==> src/rtl/lut_ram_if.sv <==
// Bus bundle for lut_ram_core: one synchronous write port and one combinational read port.
interface lut_ram_if #(
    parameter int LUT_WIDTH = 32,
    parameter int LUT_DEPTH = 32
);
    localparam int ADDR_W = $clog2(LUT_DEPTH);

    logic                 wr_en;
    logic [ADDR_W-1:0]    wr_addr;
    logic [LUT_WIDTH-1:0] wr_data;
    logic [ADDR_W-1:0]    rd_addr;
    logic [LUT_WIDTH-1:0] rd_data;

    modport master (
        output wr_en,
        output wr_addr,
        output wr_data,
        output rd_addr,
        input  rd_data
    );

    modport slave (
        input  wr_en,
        input  wr_addr,
        input  wr_data,
        input  rd_addr,
        output rd_data
    );
endinterface

==> src/rtl/lut_ram_core.sv <==
// LUT-style RAM: synchronous write, asynchronous read, async active-high clear.
// Optional macro LUT_RAM_BYPASS_EN forwards same-address write data to the read port.
module lut_ram_core #(
    parameter int LUT_WIDTH = 32,
    parameter int LUT_DEPTH = 32
) (
    input  logic     clk,
    input  logic     rst,
    lut_ram_if.slave bus
);
    localparam int ADDR_W = $clog2(LUT_DEPTH);
    // One extra bit so the range compare stays meaningful at power-of-two depths.
    localparam logic [ADDR_W:0] DEPTH_EXT = (ADDR_W + 1)'(LUT_DEPTH);

    logic [LUT_WIDTH-1:0] mem [LUT_DEPTH];
    logic                 wr_in_range;
    logic                 rd_in_range;
    logic                 wr_fire;
    logic [LUT_WIDTH-1:0] rd_word;

    assign wr_in_range = {1'b0, bus.wr_addr} < DEPTH_EXT;
    assign rd_in_range = {1'b0, bus.rd_addr} < DEPTH_EXT;
    assign wr_fire     = bus.wr_en && !rst && wr_in_range;

    always_ff @(posedge clk or posedge rst) begin
        if (rst) begin
            for (int i = 0; i < LUT_DEPTH; i++) begin
                mem[i] <= '0;
            end
        end else if (wr_fire) begin
            mem[bus.wr_addr] <= bus.wr_data;
        end
    end

    // Gating with rst keeps the port at zero during reset regardless of clear timing.
    always_comb begin
        rd_word = '0;
        if (!rst && rd_in_range) begin
            rd_word = mem[bus.rd_addr];
        end
`ifdef LUT_RAM_BYPASS_EN
        if (wr_fire && (bus.rd_addr == bus.wr_addr)) begin
            rd_word = bus.wr_data;
        end
`endif
    end

    assign bus.rd_data = rd_word;
endmodule

==> src/flat_wrapper.sv <==
// flat-port wrapper written by rule: the top's interface ports become plain ports
module lut_ram_core_flat 
#(
    parameter int LUT_WIDTH = 32,
    parameter int LUT_DEPTH = 32
)
  (clk, rst, bus_wr_en, bus_wr_addr, bus_wr_data, bus_rd_addr, bus_rd_data);
  lut_ram_if #(.LUT_WIDTH(LUT_WIDTH), .LUT_DEPTH(LUT_DEPTH)) bus_i ();
  input  logic clk;
  input  logic rst;
  input wire logic [$bits(bus_i.wr_en)-1:0] bus_wr_en;
  input wire logic [$bits(bus_i.wr_addr)-1:0] bus_wr_addr;
  input wire logic [$bits(bus_i.wr_data)-1:0] bus_wr_data;
  input wire logic [$bits(bus_i.rd_addr)-1:0] bus_rd_addr;
  output wire logic [$bits(bus_i.rd_data)-1:0] bus_rd_data;
  assign bus_i.wr_en = bus_wr_en;
  assign bus_i.wr_addr = bus_wr_addr;
  assign bus_i.wr_data = bus_wr_data;
  assign bus_i.rd_addr = bus_rd_addr;
  assign bus_rd_data = bus_i.rd_data;
  lut_ram_core #(.LUT_WIDTH(LUT_WIDTH), .LUT_DEPTH(LUT_DEPTH)) u_core (.clk(clk), .rst(rst), .bus(bus_i));
endmodule
==> config.mk <==
export PLATFORM = sky130hd
export DESIGN_NAME = lut_ram_core_flat
export DESIGN_NICKNAME = d
export VERILOG_FILES = /design/src/rtl/lut_ram_if.sv /design/src/rtl/lut_ram_core.sv /design/src/flat_wrapper.sv
export SDC_FILE = /design/constraint.sdc
export NUM_CORES = 2
export LEC_CHECK = 0
export BUFFER_PORTS_ARGS = -buffer_cell sky130_fd_sc_hd__buf_4
export CORE_MARGIN = 3
export CORE_UTILIZATION = 45
export DETAILED_ROUTE_END_ITERATION = 16
export GPL_TIMING_DRIVEN = 0
export SYNTH_ARGS = -nofsm -noshare
export SYNTH_HDL_FRONTEND = slang
export SYNTH_SLANG_ARGS = --single-unit
==> constraint.sdc <==
create_clock -name clk -period 37.8 [get_ports clk]
set_input_delay 3.78 -clock clk [delete_from_list [all_inputs] [get_ports clk]]
set_output_delay 3.78 -clock clk [all_outputs]
set_load 0.01 [all_outputs]
# ---- Yosys cells after proc, flatten, opt, wreduce, memory -nomap -nowiden
# Index checks and enable logic that the tools add are counted.
dict set report word_totals {
  register_bits 1024
  input_bits 45
}
dict set report classes {
  n_bitwise 2
  reduce_logical 3
  muxes 7
  n_lt_le_gt_ge 3
}
# cell count
set ops {}
lappend ops {{1024-bit bitwise mux} 1}
lappend ops {{32-bit binary-select mux with 5-bit select} 1}
lappend ops {{32-bit demux with 5-bit select} 1}
lappend ops {{32-bit 2-to-1 mux} 4}
lappend ops {{6-bit >= comparator (second input constant)} 2}
lappend ops {{5-bit inverter with 6-bit output} 2}
lappend ops {{6-bit by 1-bit < comparator with 1-bit output (second input constant)} 1}
lappend ops {{1-bit logical AND} 2}
lappend ops {{1-bit logical NOT} 1}

# ---- Longest topological paths before layout
dict set report depth {
  ltp_word 6
  ltp_mapped 8
  depth_no_buf 4
}

# ---- Worst setup path before layout
# OpenSTA, ideal clock, no wires.
dict set report synth_path {
  kind {input to output}
  startpoint {input port bus_rd_addr[1]}
  endpoint {output port bus_rd_data[10]}
  stages 8
  n_path_buf 4
  arrival_time_ps 5122
  slack_ps 28898
  path_cell_list {buf_6 buf_8 buf_8 nor2b_2 buf_6 a221oi_1 o21ai_0 a31oi_1}
}
dict set report synth_between {
  elab_chain_cells 5
}
# element line_no
set synth_lines {}
lappend synth_lines {{start, declared} flat_wrapper.sv:14} ;# input wire logic [$bits(bus_i.rd_addr)-1:0] bus_rd_addr;
lappend synth_lines {{5-bit inverter with 6-bit output (implied by the code)} lut_ram_core.sv:39} ;# rd_word = mem[bus.rd_addr];
lappend synth_lines {{32-bit binary-select mux with 5-bit select} lut_ram_core.sv:39}
lappend synth_lines {{32-bit 2-to-1 mux (implied by the code) (2 in series)} lut_ram_core.sv:39}
lappend synth_lines {{32-bit 2-to-1 mux} lut_ram_core.sv:38} ;# if (!rst && rd_in_range) begin
lappend synth_lines {{end, declared} flat_wrapper.sv:15} ;# output wire logic [$bits(bus_i.rd_data)-1:0] bus_rd_data;
# No other way between the ends. The select of a mux whose other input is x is not followed.

# ---- Worst setup path in the final report
dict set report layout_path {
  startpoint {input port bus_rd_addr[3]}
  endpoint {output port bus_rd_data[15]}
}
# Same word-level chain as after synthesis.

==> key figures <==
Timing
  • Fin. Hold Viols: 0
  • Final setup margin: roughly 27 ns
  • Max frequency: between 90 and 100 MHz
  • Tmin final: about 11 ns
  • Unrepaired setup endpoints after global routing: no
  • Max Slew Vio Count: 0
  • Rel. slew slack: 0.2491
  • Clk_skew: 0 ns
  • Worst-Margin Slew: between 1 and 1.5 ns
  • Final setup vio count: 0
  • Fin crit share: 0.2818

Cells and area
  • Reg area: 0.02562 sq mm
  • Multi-input gate area: ~0.02 sq mm
  • Post-layout util: 0.5193
  • Layout cell share with drive strength beyond 1: 0.5210
  • Max reg flops: between 1000 and 1500
  • Top reg by flops: u_core.mem
  • Biggest registers after layout: u_core.mem x1024
  • Post-route cell area: about 0.053 sq mm
  • Nets@finish: approximately 3200
  • Area grow syn2layout: 13.68%
  • Non-filler instance count after layout: 4580
  • Fill cells: 8461

Clocking
  • Deepest clock path buffer count: 3
  • Post-CTS Setup Inserts: 0
  • Clk_lat worst skew: 0.70 ns
  • Clk sinks: 1024
  • H-tree Lvls: 3
  • Hold buffer count at CTS: 0
  • CTS tree: built
  • TritonCTS Buffers: roughly 110
  • Root buffer cell: clkbuf_16
  • Clk slew on worst S/H paths: approximately 0.060 ns
  • Post-cts resize count: 0

Die
  • Die ar.: about 0.11 sq mm
  • Ports: 77
  • Die Ht: 328.5 um
  • Initial core utilization: 0.4568
  • Core area: just over 0.1 sq mm
  • # rows: between 100 and 150
  • Die Wd: about 330 um

Yosys
  • Area contributors post-synth: dfrtp_1 (55%), mux2_2 (24%), mux4_2 (10%)
  • Post-synthesis sequential area ratio: 0.5474
  • Cell Area, Synth: 0.04681 sq mm
  • Adder-cell area share of the yosys netlist: 0
  • Synth Area in Simple Gates: 0.009087
  • Number of synthesized flops with an enable pin: 0
  • Largest family of logic cells by synthesized area: multiplexers
  • Warnings from Yosys: 0
  • Top_reg_cell synth: dfrtp_1
  • Top-count cell post-synth: dfrtp_1
  • Seq cells post-synth: just over 1000
  • Post-synthesis xor/xnor area fraction: 0
  • Area share of the largest cell type after synthesis: 0.5474
  • Async set-reset flop share out of synthesis: 1.000
  • Area leader, netlist: dfrtp_1
  • Cells after synthesis: about 2900
  • Syn Area/Cell: approximately 16 sq um
  • Complex-gate fraction of the synthesized area: 0.02459
  • Post-Syn Nets: approximately 3000
  • Yosys cell types: 37
  • Post-synthesis mux area share: 0.3820
  • Synth top cells by count: dfrtp_1 (1024), mux2_2 (990), mux4_2 (217)

Status
  • Run status: complete, no violations

Route
  • DR DRC count: 0
  • ANT nets after route: 0
  • Via density: between 6 and 7
  • Avg WL per Cell: 30.46 um
  • Post-Route WL: roughly 140000 um
  • Vias: between 20000 and 30000
  • DR iter-0 viols: around 2100
  • Pre-antenna DRT Iters: 7

Setup path
  • Worst Setup SP: bus_rd_addr[3]
  • R2r startpoint: u_core.mem[366]
  • Critical path type: input port to output pin
  • Crit path to: bus_rd_data[15]
  • CP endpoint kind: output pin
  • Worst r2r dst: u_core.mem[366]
  • Register-to-Register Path Depth: 1
  • Startpoint types: input port
  • Arr. time, crit path: just under 7 ns
  • CP max FO: 10
  • Req. time, crit path: 34.02 ns
  • R2r setup slk: roughly 37 ns

Placed design
  • Port Buffers: roughly 70
  • Placed wire-length estimate: around 100000 um
  • Global placement routability congestion: 0.8644
  • Post-Place Cell Area: about 0.049 sq mm
  • Placed insts: roughly 4400
  • Pre-CTS WS: ~27 ns

GRT
  • Initial antenna violation count: 6
  • Vias in the first global route: around 30000
  • Total grt overflow: 0
  • Tot GR Track Use: 0.2609
  • Largest net degree at the start of global routing: roughly 140
  • First-pass GRT wire length: around 210000 um

Power
  • Pwr dens: 53.01 mW/mm^2
  • Max VDD drop: 0.04798 mV
  • Leakage: roughly 25 nW

Run
  • Max_cap viols: 0

Worst hold path
  • Min-Delay Path Class: register to register
  • Min-delay src: u_core.mem[347]
worst min-delay path by stage:
stage	cells past startpoint	endpoint	slack [ns]
after global routing	1	u_core.mem[594]	0.50
after detailed placement	1	u_core.mem[347]	0.47
after floorplan	1	u_core.mem[592]	0.45
after CTS	1	u_core.mem[347]	0.49
final	1	u_core.mem[347]	0.48
after global placement	1	u_core.mem[594]	0.46
power breakdown:
part / switching (mW) / internal, mW / leakage, nW
Combinational: 0.164 / 0.199 / 9.27
Sequential: 0.0730 / 1.24 / 13.6
Clock: 0.452 / 0.690 / 1.93
logic make-up after synthesis:
family          after synthesis
flops                      1024
buf+inv                     293
compound gates              150
mux                        1376
simple gates                 78
worst max-delay path, cell delays in order:
cell and delay [ns]:
buf_4 0.12, clkbuf_1 0.50, nor2b_1 0.51, clkbuf_1 0.83
a22oi_1 0.36, a31oi_1 0.54, buf_4 0.22
placed cells by master (no fill, tap or decap), drive strengths merged, types with 6 or more instances in the layout:
| cell | count |
|---|---|
| a221o | 32 |
| a221oi | 22 |
| a22oi | 32 |
| a31oi | 32 |
| buf | 254 |
| bufinv | 9 |
| clkbuf | 284 |
| clkinv | 21 |
| dfrtp | 1024 |
| inv | 6 |
| mux2 | 1024 |
| mux2i | 128 |
| mux4 | 224 |
| nand2 | 38 |
| nor2 | 22 |
| o2111ai | 10 |
| o21ai | 22 |
layout make-up:
cell class	instances	share of cell area
clock inverter	36	0.008088
inverter	3	0.0003527
clock buffer	170	0.06515
tap	1368	0.03216
antenna	5	0.0002351
buffer	290	0.03228
timing repair buffer	80	0.01444
multi-input combinational	1604	0.3658
sequential	1024	0.4815
per-stage QoR:
stage | power, mW | setup TNS [ns] | hold slack, ns
floorplan | 1.582 | 0 | 0.4524
detailed placement | 1.697 | 0 | 0.4728
global placement | 1.671 | -3769.31 | 0.4620
finish | 2.821 | 0 | 0.4810
CTS | 2.841 | 0 | 0.4863
global route | 2.926 | 0 | 0.5038
layer usage:
layer	wire length, um	up-vias	part of all wire	GRT usage
li1	-	11337	-	-
met1	60990	15288	0.44	0.3631
met2	67150	779	0.48	0.4245
met3	7284	226	0.052	0.03941
met4	4079	4	0.029	0.08145
met5	21	-	0.00015	0
Note: power is estimated with default switching activity, not from simulation.
